## src/rtl/uart_tx_serializer.sv

```systemverilog
// UART transmit serializer: pops bytes from uart_fifo, frames start/data(LSB first)/[parity]/stop on tx; optional parity via UART_TX_PARITY_EN.
// Latency: fifo_pop registered one cycle after an IDLE decision; tx falls the cycle after fifo_pop; tx_done on the last stop-bit cycle.
// Backpressure: no pop while enable=0 or fifo_empty=1; an in-flight frame always completes (only rst aborts it).
module uart_tx_serializer #(
    parameter int DATA_WIDTH   = 8,
    parameter int CLKS_PER_BIT = 868,
    parameter int STOP_BITS    = 1,
    parameter int PARITY_ODD   = 0
) (
    input  logic                  clk,
    input  logic                  rst,
    input  logic                  enable,
    input  logic [DATA_WIDTH-1:0] fifo_data,
    input  logic                  fifo_empty,
    output logic                  fifo_pop,
    output logic                  tx,
    output logic                  busy,
    output logic                  tx_done
);

    localparam int TW = $clog2(CLKS_PER_BIT);
    localparam int CW = $clog2(DATA_WIDTH) + 1;
    localparam logic [TW-1:0] TIMER_LAST = TW'(CLKS_PER_BIT - 1);
    localparam logic [CW-1:0] DATA_LAST  = CW'(DATA_WIDTH - 1);
    localparam logic          STOP_LAST  = (STOP_BITS == 2);

    if (CLKS_PER_BIT < 2 || (STOP_BITS != 1 && STOP_BITS != 2) ||
        PARITY_ODD < 0 || PARITY_ODD > 1) begin : g_bad_cfg
        $error("uart_tx_serializer: illegal parameter combination");
    end

`ifdef UART_TX_PARITY_EN
    typedef enum logic [2:0] {IDLE, START, DATA, PARITY, STOP} state_t;
`else
    typedef enum logic [2:0] {IDLE, START, DATA, STOP} state_t;
`endif

    state_t                  state_q, state_d;
    logic [TW-1:0]           timer_q, timer_d;
    logic [CW-1:0]           dcnt_q, dcnt_d;
    logic                    scnt_q, scnt_d;
    logic [DATA_WIDTH-1:0]   shift_q, shift_d;
    logic                    fifo_pop_q, fifo_pop_d;
    logic                    tx_q, tx_d;
    logic                    busy_q, busy_d;
    logic                    tx_done_q, tx_done_d;
`ifdef UART_TX_PARITY_EN
    logic                    par_q, par_d;
`endif

    logic bit_end;
    logic can_pop;

    assign bit_end = (timer_q == TIMER_LAST);
    assign can_pop = enable && !fifo_empty;

    always_comb begin
        state_d    = state_q;
        timer_d    = timer_q;
        dcnt_d     = dcnt_q;
        scnt_d     = scnt_q;
        shift_d    = shift_q;
        fifo_pop_d = 1'b0;
`ifdef UART_TX_PARITY_EN
        par_d      = par_q;
`endif

        case (state_q)
            IDLE: begin
                timer_d = '0;
                // The pop strobe cycle itself is the single IDLE cycle between frames.
                if (fifo_pop_q) begin
                    state_d = START;
                end else if (can_pop) begin
                    fifo_pop_d = 1'b1;
                    shift_d    = fifo_data;
`ifdef UART_TX_PARITY_EN
                    par_d      = (^fifo_data) ^ PARITY_ODD[0];
`endif
                end
            end
            START: begin
                if (bit_end) begin
                    timer_d = '0;
                    dcnt_d  = '0;
                    state_d = DATA;
                end else begin
                    timer_d = timer_q + 1'b1;
                end
            end
            DATA: begin
                if (bit_end) begin
                    timer_d = '0;
                    if (dcnt_q == DATA_LAST) begin
`ifdef UART_TX_PARITY_EN
                        state_d = PARITY;
`else
                        state_d = STOP;
                        scnt_d  = 1'b0;
`endif
                    end else begin
                        dcnt_d  = dcnt_q + 1'b1;
                        shift_d = shift_q >> 1;
                    end
                end else begin
                    timer_d = timer_q + 1'b1;
                end
            end
`ifdef UART_TX_PARITY_EN
            PARITY: begin
                if (bit_end) begin
                    timer_d = '0;
                    scnt_d  = 1'b0;
                    state_d = STOP;
                end else begin
                    timer_d = timer_q + 1'b1;
                end
            end
`endif
            STOP: begin
                if (bit_end) begin
                    timer_d = '0;
                    if (scnt_q == STOP_LAST) begin
                        // Look ahead so streaming frames are separated by exactly one IDLE cycle.
                        state_d = IDLE;
                        if (can_pop) begin
                            fifo_pop_d = 1'b1;
                            shift_d    = fifo_data;
`ifdef UART_TX_PARITY_EN
                            par_d      = (^fifo_data) ^ PARITY_ODD[0];
`endif
                        end
                    end else begin
                        scnt_d = 1'b1;
                    end
                end else begin
                    timer_d = timer_q + 1'b1;
                end
            end
            default: state_d = IDLE;
        endcase

        tx_d = 1'b1;
        case (state_d)
            START:   tx_d = 1'b0;
            DATA:    tx_d = shift_d[0];
`ifdef UART_TX_PARITY_EN
            PARITY:  tx_d = par_q;
`endif
            default: tx_d = 1'b1;
        endcase
        busy_d    = (state_d != IDLE);
        tx_done_d = (state_d == STOP) && (timer_d == TIMER_LAST) && (scnt_d == STOP_LAST);
    end

    always_ff @(posedge clk) begin
        if (rst) begin
            state_q    <= IDLE;
            timer_q    <= '0;
            dcnt_q     <= '0;
            scnt_q     <= 1'b0;
            shift_q    <= '0;
            fifo_pop_q <= 1'b0;
            tx_q       <= 1'b1;
            busy_q     <= 1'b0;
            tx_done_q  <= 1'b0;
`ifdef UART_TX_PARITY_EN
            par_q      <= 1'b0;
`endif
        end else begin
            state_q    <= state_d;
            timer_q    <= timer_d;
            dcnt_q     <= dcnt_d;
            scnt_q     <= scnt_d;
            shift_q    <= shift_d;
            fifo_pop_q <= fifo_pop_d;
            tx_q       <= tx_d;
            busy_q     <= busy_d;
            tx_done_q  <= tx_done_d;
`ifdef UART_TX_PARITY_EN
            par_q      <= par_d;
`endif
        end
    end

    assign fifo_pop = fifo_pop_q;
    assign tx       = tx_q;
    assign busy     = busy_q;
    assign tx_done  = tx_done_q;

endmodule

```

## config.mk

```make
export PLATFORM = sky130hd
export DESIGN_NAME = uart_tx_serializer
export DESIGN_NICKNAME = d
export VERILOG_FILES = /design/src/rtl/uart_tx_serializer.sv
export SDC_FILE = /design/constraint.sdc
export NUM_CORES = 1
export LEC_CHECK = 0
export CAP_MARGIN = 5
export CORE_MARGIN = 3
export CORE_UTILIZATION = 41
export CTS_BUF_LIST = sky130_fd_sc_hd__clkbuf_2
export DETAILED_ROUTE_END_ITERATION = 16
export GPL_ROUTABILITY_DRIVEN = 0
export GPL_TIMING_DRIVEN = 0
export PLACE_DENSITY = 0.58
export REMOVE_ABC_BUFFERS = 1
export SKIP_LAST_GASP = 1
export SLEW_MARGIN = 30
export SYNTH_ARGS = -nofsm -noshare
export SYNTH_HDL_FRONTEND = slang
export SYNTH_SLANG_ARGS = --single-unit
```

## constraint.sdc

```tcl
create_clock -name clk -period 6.1 [get_ports clk]
set_clock_uncertainty 0.05 [all_clocks]
set_input_delay 1.22 -clock clk [delete_from_list [all_inputs] [get_ports clk]]
set_output_delay 1.22 -clock clk [all_outputs]
set_load 0.01 [all_outputs]
```

==> results of run 1 <==
==> final cells by class <==
class / count / area (um2) / area share [%]
Multi-Input combinational cell: 145 / 941 / 52.0
Sequential cell: 30 / 601 / 33.2
Timing Repair Buffer: 15 / 150 / 8.30
Tap cell: 48 / 60.1 / 3.32
Clock buffer: 7 / 35.0 / 1.94
Inverter: 6 / 22.5 / 1.24
==> path summary, 6_finish.rpt <==
kind | start | endpoint | slack [ps] | depth (start not counted)
worst max register to register | timer_q[0] | shift_q[2] | 3770 | 6
worst min register to register | timer_q[1] | timer_q[1] | 460 | 2
worst min-delay path | timer_q[1] | timer_q[1] | 460 | 2
worst max-delay path | enable | shift_q[0] | 3150 | 6
==> routing by layer <==
metal	track usage [%]	share of wire, %	up-vias	wire [um]
li1	-	-	697	-
met1	22.2	49	650	1630
met2	23.0	45	26	1500
met3	5.35	4.9	4	163
met4	6.33	1.1	0	36
met5	0	0	-	0
==> power groups by stage <==
stage	registers, mW	logic (mW)	clock network, mW
floorplan	0.207	0.0160	0
global placement	0.207	0.0287	0
detailed placement	0.207	0.0295	0
CTS	0.203	0.0296	0.0986
global route	0.204	0.0330	0.110
finish	0.203	0.0295	0.0939
==> synthesized netlist by cell type, drive strengths merged, types with 2 or more instances <==
| cell | count | share of area, % |
|---|---|---|
| a221o | 3 | 1.9 |
| inv | 6 | 1.4 |
| and2 | 4 | 1.5 |
| nand4 | 3 | 1.2 |
| nand2b | 4 | 1.5 |
| nand3 | 4 | 2.0 |
| buf | 4 | 2.0 |
| and3 | 3 | 1.2 |
| nand2 | 28 | 6.5 |
| dfxtp | 30 | 37 |
| clkbuf | 5 | 1.2 |
| or4 | 2 | 0.93 |
| a21oi | 6 | 1.9 |
| nor3b | 3 | 2.1 |
| nor2 | 26 | 7.0 |
| nor2b | 4 | 1.5 |
| xor2 | 6 | 3.3 |
| nand4b | 3 | 1.6 |
| mux2i | 2 | 1.2 |
| a222oi | 6 | 3.7 |
| ha | 2 | 1.5 |
| nor3 | 9 | 3.1 |
| o21ai | 2 | 0.62 |
| a211oi | 2 | 0.93 |
| xnor2 | 6 | 3.3 |
| o31ai | 2 | 1.8 |
==> registers in the layout (all words and copies together), names as in the netlist <==
register	flops
tx_done	1
scnt_q	1
timer_q	10
dcnt_q	4
state_q	3
tx	1
busy	1
fifo_pop	1
shift_q	8
==> worst min-delay path: cells and delay by family, from the launching register on <==
family | cells | cell delay [ps]
AND/OR/NAND/NOR | 1 | 70
AO/OA/AOI/OAI | 1 | 60
flip-flops | 1 | 360
==> logic make-up after synthesis <==
| logic type | Yosys count | share of synthesized area, % |
|---|---|---|
| multiplexers | 2 | 1.24 |
| AO/OA/AOI/OAI | 29 | 15.2 |
| other | 1 | 0.232 |
| flip-flops | 30 | 37.2 |
| adder cells (fa/ha/maj) | 2 | 1.55 |
| XOR/XNOR | 12 | 6.51 |
| AND/OR/NAND/NOR | 99 | 33.5 |
| buffers and inverters | 15 | 4.57 |
==> cells in the final DEF, fill, tap and decap left out, types with 4 or more instances in the layout <==
master and n:
nor3_1 8, nand2b_1 4, a21oi_1 6, xor2_1 6
nand2_1 28, and2_1 4, clkdlybuf4s50_1 15, nor2_1 25
a222oi_1 6, dfxtp_1 30, inv_1 6, xnor2_1 6
nor2b_1 4, clkbuf_2 7
==> flow_metrics.py, run 1 <==
metrics = {
    "routing": {
        "detail_route.iter0.violations": 94,
        "routedWlPerCell_um": 13.3,
        "drt-pass1-iter-count": 5,
        "route.detailed.drc": 0,
        "dr_total_vias": 1377,
        "wirelength_um": 3330,
        "ant_nets": 0,
        "vias_per_cell": 5.49,
    },
    "place": {
        "portBuffers": 15,
        "dpl.cell_count": 244,
        "dp_hpwl_um": 2420,
        "pre_cts_slack_ps": 2740,
        "place_area_um2": 1770,
    },
    "worst_setup_path": {
        "cpLargestDelayFamily": "compound AO/OA/AOI/OAI gates",
        "cp_max_fo": 9,
        "path_class": "input pin to flip-flop",
        "cp-start-kind": "input pin",
        "max_stage_delay_ps": 470,
        "cp_cell_sequence": "clkdlybuf4s50_1 > nor2b_1 > o21ai_0 > a221o_1 > a221oi_1 > a21oi_1",
        "end_kind": "flip-flop",
        "crit_slowest_cell": "clkdlybuf4s50_1",
        "crit_required_ps": 6280,
        "critPathBufInv": 1,
        "arrival_ps": 3140,
    },
    "timing": {
        "fin_tns_setup_ps": 0,
        "worstMarginPinSlew_ps": 715,
        "slew_headroom_pct": 52.2,
        "slew_violations": 0,
        "period_needed_ps": 2950,
        "holdWs_ps": 464,
        "period_share_pct": 48.4,
        "max_freq_mhz": 339,
        "setup_viol": 0,
        "rsz0062_at_grt": "false",
        "setup_ws_ps": 3150,
        "hold_violations": 0,
    },
    "clock_tree": {
        "clockBufferDepth": 2,
        "numCtsBuffers": 5,
        "cts_tree": "yes",
        "cts_root_buffer": "clkbuf_2",
        "cts_hold_buf": 0,
        "clock-sinks": 30,
        "cts_setup_buffers": 0,
        "htree_levels": 2,
        "clkTransAtPathRegs_ps": 130,
        "cts-resized-gates": 0,
        "clock_latency_ps": 360,
    },
    "pwr": {
        "p_leak_nw": 0.659,
        "p_total_uw": 326,
        "peakVddDrop_mv": 0.121,
        "power_density_nw_per_um2": 180,
        "clkPwrFrac_pct": 28.8,
        "p_sw_share_pct": 25.3,
        "p_sw_uw": 82.4,
        "combPwrFrac_pct": 9.0,
        "power_frac_seq_pct": 62.2,
        "p_int_uw": 244,
    },
    "die": {
        "pin_count": 16,
        "die_area_um2": 4730,
        "start_util_pct": 43.5,
        "die_x_um": 68.8,
        "placementRows": 22,
        "coreArea_um2": 3720,
        "die_y_um": 68.8,
    },
    "logic_synthesis": {
        "synth_area_um2": 1620,
        "synth_cell_type_count": 49,
        "ys_seq_elements": 30,
        "synth-edff-count": 0,
        "yosysSeqAreaShare_pct": 37.2,
        "synth_flop_cell": "dfxtp_1",
        "avgSynthCellArea_um2": 8.50,
        "syn-instance-count": 190,
        "synthArstFlopShare_pct": 0,
        "ys_warn_count": 0,
    },
    "global_route": {
        "antenna_found_initial": 0,
        "track_usage_pct": 16.1,
        "grt-ovfl-total": 0,
        "grt_max_degree": 19,
        "grt_pass1_wl_um": 5680,
        "grt_pass1_vias": 1243,
    },
    "cells_and_area": {
        "fin_area_um2": 1810,
        "drive_gt1_share_pct": 9.36,
        "num_antenna_cells": 0,
        "final_nets": 217,
        "final_util_pct": 48.7,
        "syn_to_final_growth_pct": 12.0,
        "final_cells": 251,
        "fill_cells": 378,
    },
    "status": {
        "outcome": "completed",
    },
    "hold_path": {
        "min_path_type": "flip-flop to flip-flop",
    },
    "run": {
        "drv_cap": 0,
    },
}
Note: power is estimated with default switching activity, not from simulation.
==> run 2, diff against run 1 <==
clock period = 3.05 ns   (was 6.1 ns; I/O delays follow)
==> results of run 2 <==
The final DEF is identical to that of run 1. Status: completed.
Among the figures that moved: setup slack after placement 2740 ps -> 300 ps; setup slack after layout 3150 ps -> 706 ps; register-to-register setup slack 3770 ps -> 720 ps; total power 0.326 mW -> 0.653 mW; worst IR drop on VDD 0.121 mV -> 0.242 mV
==> patch 1: new RTL, settings of run 2 <==
The option `UART_TX_PARITY_EN` is turned on by a define.
--- a/src/rtl/uart_tx_serializer.sv
+++ b/src/rtl/uart_tx_serializer.sv
@@ -1,6 +1,8 @@
 // UART transmit serializer: pops bytes from uart_fifo, frames start/data(LSB first)/[parity]/stop on tx; optional parity via UART_TX_PARITY_EN.
 // Latency: fifo_pop registered one cycle after an IDLE decision; tx falls the cycle after fifo_pop; tx_done on the last stop-bit cycle.
 // Backpressure: no pop while enable=0 or fifo_empty=1; an in-flight frame always completes (only rst aborts it).
+`define UART_TX_PARITY_EN
+
 module uart_tx_serializer #(
     parameter int DATA_WIDTH   = 8,
     parameter int CLKS_PER_BIT = 868,
Behaviour: same outputs for any inputs over 10 cycles, from zero or initial values and one cycle with rst high; that may be too few to reach the edited logic, so the function may still have changed.
==> patch 1 against run 2 <==
  * Setup slack got worse by 230 ps
  * Wire length up 9.9%
  * Sequential cell count up 1
  * Area after synthesis up 1.7%
  * Total power increased by 6.5%
  * Final area rose by 1.5%
==> patch 1: results <==
[global_route]
antenna_found_initial = 0
gr-usage-all-layers = 0.160
grt_pass1_wl_um = 6180
grt_max_degree = 29
grt_pass1_vias = 1335

[synth]
ys_warn_count = 0
synth-async-reset-ratio = 0
synth.distinct_cells = 48
synth_area_per_cell_um2 = 8.51
synth_commonest_cells = "dfxtp_1 (31), nor2_1 (19), nand2_1 (18)"
synth_area_leaders = "dfxtp_1 (38%), xnor2_1 (6.4%), nor2_1 (4.3%)"
seq_area_frac_synth = 0.378

[cells_and_area]
largest_reg_flops = 10
fillers = 356
final_cell_count_no_fill = 252
nNetsFinal = 217
antennaDiodeCount = 0
final_layout_size_suffix_gt1_frac = 0.0784
largestRegisters = "timer_q (10), shift_q (8), dcnt_q (4)"

[place]
dp_slack_ps = 152
port_buffers = 15
postPlaceCellArea_um2 = 1790
dp.cells = 244
hpwlAfterDp_um = 2580

[clock_network]
root_buffer = "clkbuf_2"
cts_buffers = 5
h-tree-depth = 2
cts.path.max_buffers = 2
clk_latency_ps = 380
clk_pin_slew_ps = 150

[sta]
final.setup.worst_slack_ps = 475
tightest_slew_ps = 645

[worst_setup_path]
worstSetupStartpoint = "timer_q[0]$_SDFF_PP0_"
reg2regPathDepth = 7
endpoint = "shift_q[7]$_SDFFE_PP0P_"
crit_path_max_fanout = 12
arrival_ps = 2790

[route]
wl_per_cell_um = 14.5
first_pass_iters = 4
drt-initial-drc-count = 103
vias_per_cell = 5.67

[status]
outcome = "completed"

[power_and_ir_drop]
p_leak_nw = 0.618
irDropWorstVdd_mv = 0.176
p_sw_mw = 0.186

[worst_hold_path]
hold_class = "register to register"
-- patch 1: cell count changes in the layout (fill, tap and decap cells not counted), moves of 3 or more --
cell | before | now
a21oi_1 | 6 | 13
a222oi_1 | 6 | 0
a22oi_1 | 1 | 8
nand3_1 | 3 | 10
o21ai_0 | 2 | 6
inv_1 | 6 | 1
xnor2_1 | 6 | 12
nor2_1 | 25 | 19
xor2_1 | 6 | 3
nand2_1 | 28 | 18
-- patch 1: power groups by stage --
stage                     Combinational, mW  Sequential, mW  Clock, mW
after floorplan                      0.0431           0.430          0
after global placement               0.0764           0.431          0
after detailed placement             0.0765           0.431          0
after CTS                            0.0767           0.422      0.204
after global routing                 0.0859           0.424      0.223
final                                0.0773           0.422      0.196
-- patch 1: how the worst min path moves through the flow --
stage	startpoint	end	slack, ps	cells after the start
CTS	shift_q[2]$_SDFFE_PP0P_	shift_q[2]$_SDFFE_PP0P_	420	2
finish	shift_q[2]$_SDFFE_PP0P_	shift_q[2]$_SDFFE_PP0P_	420	2
floorplan	shift_q[2]$_SDFFE_PP0P_	shift_q[2]$_SDFFE_PP0P_	380	2
global route	shift_q[2]$_SDFFE_PP0P_	shift_q[2]$_SDFFE_PP0P_	440	2
global placement	shift_q[2]$_SDFFE_PP0P_	shift_q[2]$_SDFFE_PP0P_	390	2
detailed placement	shift_q[2]$_SDFFE_PP0P_	shift_q[2]$_SDFFE_PP0P_	400	2
-- patch 1: cells by family after synthesis --
| logic type | share of synthesized area |
|---|---|
| AND/OR/NAND/NOR | 0.302 |
| AO/OA/AOI/OAI | 0.187 |
| flip-flops | 0.378 |
| XOR/XNOR | 0.0800 |
| buffers and inverters | 0.0388 |
| adder cells (fa/ha/maj) | 0.0152 |
-- patch 1: metal layers --
layer | track usage | wire length [um] | vias to the layer above
met2 | 0.225 | 1600 | 40
li1 | - | - | 721
met1 | 0.218 | 1790 | 661
met5 | 0 | 0 | -
met3 | 0.0391 | 191 | 8
met4 | 0.0998 | 74 | 0
-- patch 1: final cells by class --
cell class                      instances  area (um2)  area share
Clock buffer                            6        30.0      0.0163
Sequential cell                        31         621       0.338
Inverter                                1        3.75     0.00204
Timing Repair Buffer                   15         145      0.0790
Multi-Input combinational cell        149         970       0.528
Tap cell                               48        60.1      0.0327
Clock inverter                          2        7.51     0.00409
-- patch 1: timing repair --
item                                    4_1_cts  5_1_grt
hold buffers                                  0        0
setup buffers                                 0        0
resized for setup                             0        2
endpoints found under the setup margin        0        8
-- patch 1: critical path, cell delays in order (launching register included) --
cell	delay, ps
dfxtp_1	470
ha_1	240
nor2b_1	270
nand3_1	510
o21ai_4	500
nor2_1	210
a22oi_1	170
nor2_1	60
==> patch 2: new RTL, settings of run 2 <==
Made on the original files. Take the reset off `shift_q` and load it in a clocked block of its own.
--- a/src/rtl/uart_tx_serializer.sv
+++ b/src/rtl/uart_tx_serializer.sv
@@ -159,7 +159,6 @@
             timer_q    <= '0;
             dcnt_q     <= '0;
             scnt_q     <= 1'b0;
-            shift_q    <= '0;
             fifo_pop_q <= 1'b0;
             tx_q       <= 1'b1;
             busy_q     <= 1'b0;
@@ -172,7 +171,6 @@
             timer_q    <= timer_d;
             dcnt_q     <= dcnt_d;
             scnt_q     <= scnt_d;
-            shift_q    <= shift_d;
             fifo_pop_q <= fifo_pop_d;
             tx_q       <= tx_d;
             busy_q     <= busy_d;
@@ -183,6 +181,10 @@
         end
     end
 
+    always_ff @(posedge clk) begin
+        shift_q <= shift_d;
+    end
+
     assign fifo_pop = fifo_pop_q;
     assign tx       = tx_q;
     assign busy     = busy_q;
Formal check against the unedited RTL: same outputs for any inputs over 10 cycles, from zero or initial values and one cycle with rst high; that may be too few to reach the edited logic, so the function may still have changed.
==> patch 2 against run 2 <==
  * Hold slack worse by 1.8 ps
  * Count of clock-buffer cells in the layout fell by 1
  * Clock power grew 3%
  * Cell count is 1.2% lower
  * Largest cell class unchanged
  * Setup slack worse by 300 ps
  * Final area rose by 5.9%
  * Wire length is 1.4% higher
  * Area after synthesis increased by 2.5%
  * Sequential cell count did not move
  * Global-route usage is 0.98 points lower
  * Total power up 5.4%
  * Core utilization is 2.1 points higher
==> patch 2: results <==
[clock_network]
cts_buffers = 5
cts.path.max_buffers = 2
root_buffer = "clkbuf_2"
h-tree-depth = 2
clk_latency_ps = 370
postCtsResizedCells = 1
cts_setup_buffers = 0
clk_pin_slew_ps = 150

[worst_setup_path]
r2r_slack_ps = 400
cp_top_family = "simple AND/OR/NAND/NOR gates"
arrival_ps = 2700
r2r_end = "shift_q[6]$_DFFE_PP_"
cp_slowest_stage_delay_ps = 440
reg2regPathDepth = 7
r2r_start = "timer_q[0]$_SDFF_PP0_"
crit_path_max_fanout = 12
critical_path_class = "register to register"
cp_slowest_cell = "dfxtp_1"

[cells_and_area]
area_growth_pct = 15.8
largestRegisters = "timer_q (10), shift_q (8), dcnt_q (4)"
antennaDiodeCount = 0
nNetsFinal = 213
final_cell_count_no_fill = 248
final_layout_size_suffix_gt1_frac = 0.105

[synth]
ys_warn_count = 0
synth_commonest_cells = "dfxtp_1 (23), nor2_1 (21), nand2_1 (15)"
ys.flop_type = "dfxtp_1"
synth-async-reset-ratio = 0
synth_cells = 181
synth.distinct_cells = 48
seq_area_frac_synth = 0.405
synth_edf_count = 7
synth_area_leaders = "dfxtp_1 (28%), edfxtp_1 (13%), mux2i_1 (6.7%)"

[sta]
relSlewSlack = 0.375
finalSetupViolCount = 0
holdWs_ps = 462

[power_and_ir_drop]
irDropWorstVdd_mv = 0.152
intPower_mw = 0.512
swShare = 0.257
pwr.group.clock_mw = 0.194
seqPwrFrac = 0.630
p_leak_nw = 0.656

[worst_hold_path]
holdPathEnd = "scnt_q$_SDFF_PP0_"
whs_path_depth = 2
hp-start = "scnt_q$_SDFF_PP0_"
hold_class = "register to register"

[place]
hpwlAfterDp_um = 2360
postPlaceCellArea_um2 = 1830
port_buffers = 15
dp.cells = 236

[route]
first_pass_iters = 4
wl_per_cell_um = 13.6
dr_total_vias = 1313
drt-initial-drc-count = 76

[global_route]
gr-usage-all-layers = 0.151
grt_max_degree = 18
grt_pass1_wl_um = 5920
antenna_found_initial = 0
grt_pass1_vias = 1249

[status]
outcome = "completed"
-- patch 2: through the flow --
step	setup slack, ps	setup TNS, ps
after global routing	230	0
after global placement	-94.4	-659
final	405	0
after CTS	82.4	0
after floorplan	333	0
after detailed placement	-52.1	-208
-- patch 2: worst max path at each step --
stage	to	slack, ps	cells past startpoint
3_5_place_dp	shift_q[5]$_DFFE_PP_	-50	6
4_1_cts	shift_q[6]$_DFFE_PP_	80	6
3_3_place_gp	shift_q[7]$_DFFE_PP_	-90	5
6_report	shift_q[6]$_DFFE_PP_	400	7
2_1_floorplan	shift_q[1]$_DFFE_PP_	330	5
5_1_grt	shift_q[7]$_DFFE_PP_	230	7
-- patch 2: worst reg2reg max path, cell delays in order, from the launching register on --
cell and delay [ps]:
dfxtp_1 440, ha_1 280, or3b_4 440, nor3_4 210, buf_12 160, nand2_1 70, a221oi_2 430, clkdlybuf4s15_2 320
-- patch 2: area by class of cell --
cell class                 instances  area [um2]
fill                             353        1850
timing repair buffer              20         204
tap                               48        60.1
inverter                           3        11.3
clock inverter                     2        8.76
clock buffer                       6        30.0
sequential                        30         671
multi-input combinational        139         932
-- patch 2: metal layers --
metal  wire, um  vias to the layer above  global-route usage  part of all wire
met2       1510                       26               0.220              0.45
met1       1670                      602               0.212              0.50
li1           -                      679                   -                 -
met5          0                        -                   0                 0
met3        140                        6              0.0464             0.042
met4         48                        0              0.0521             0.014
-- patch 2: cells by family (layout without fill, tap and decap cells) --
family | after synthesis | count (layout) | synth area share
simple gates | 80 | 80 | 0.265
other cells | 1 | 1 | 0.00227
flops | 30 | 30 | 0.405
fa+ha+maj | 2 | 2 | 0.0151
xor+xnor | 13 | 13 | 0.0688
mux | 11 | 11 | 0.0665
buf+inv | 12 | 31 | 0.0355
compound gates | 32 | 32 | 0.141
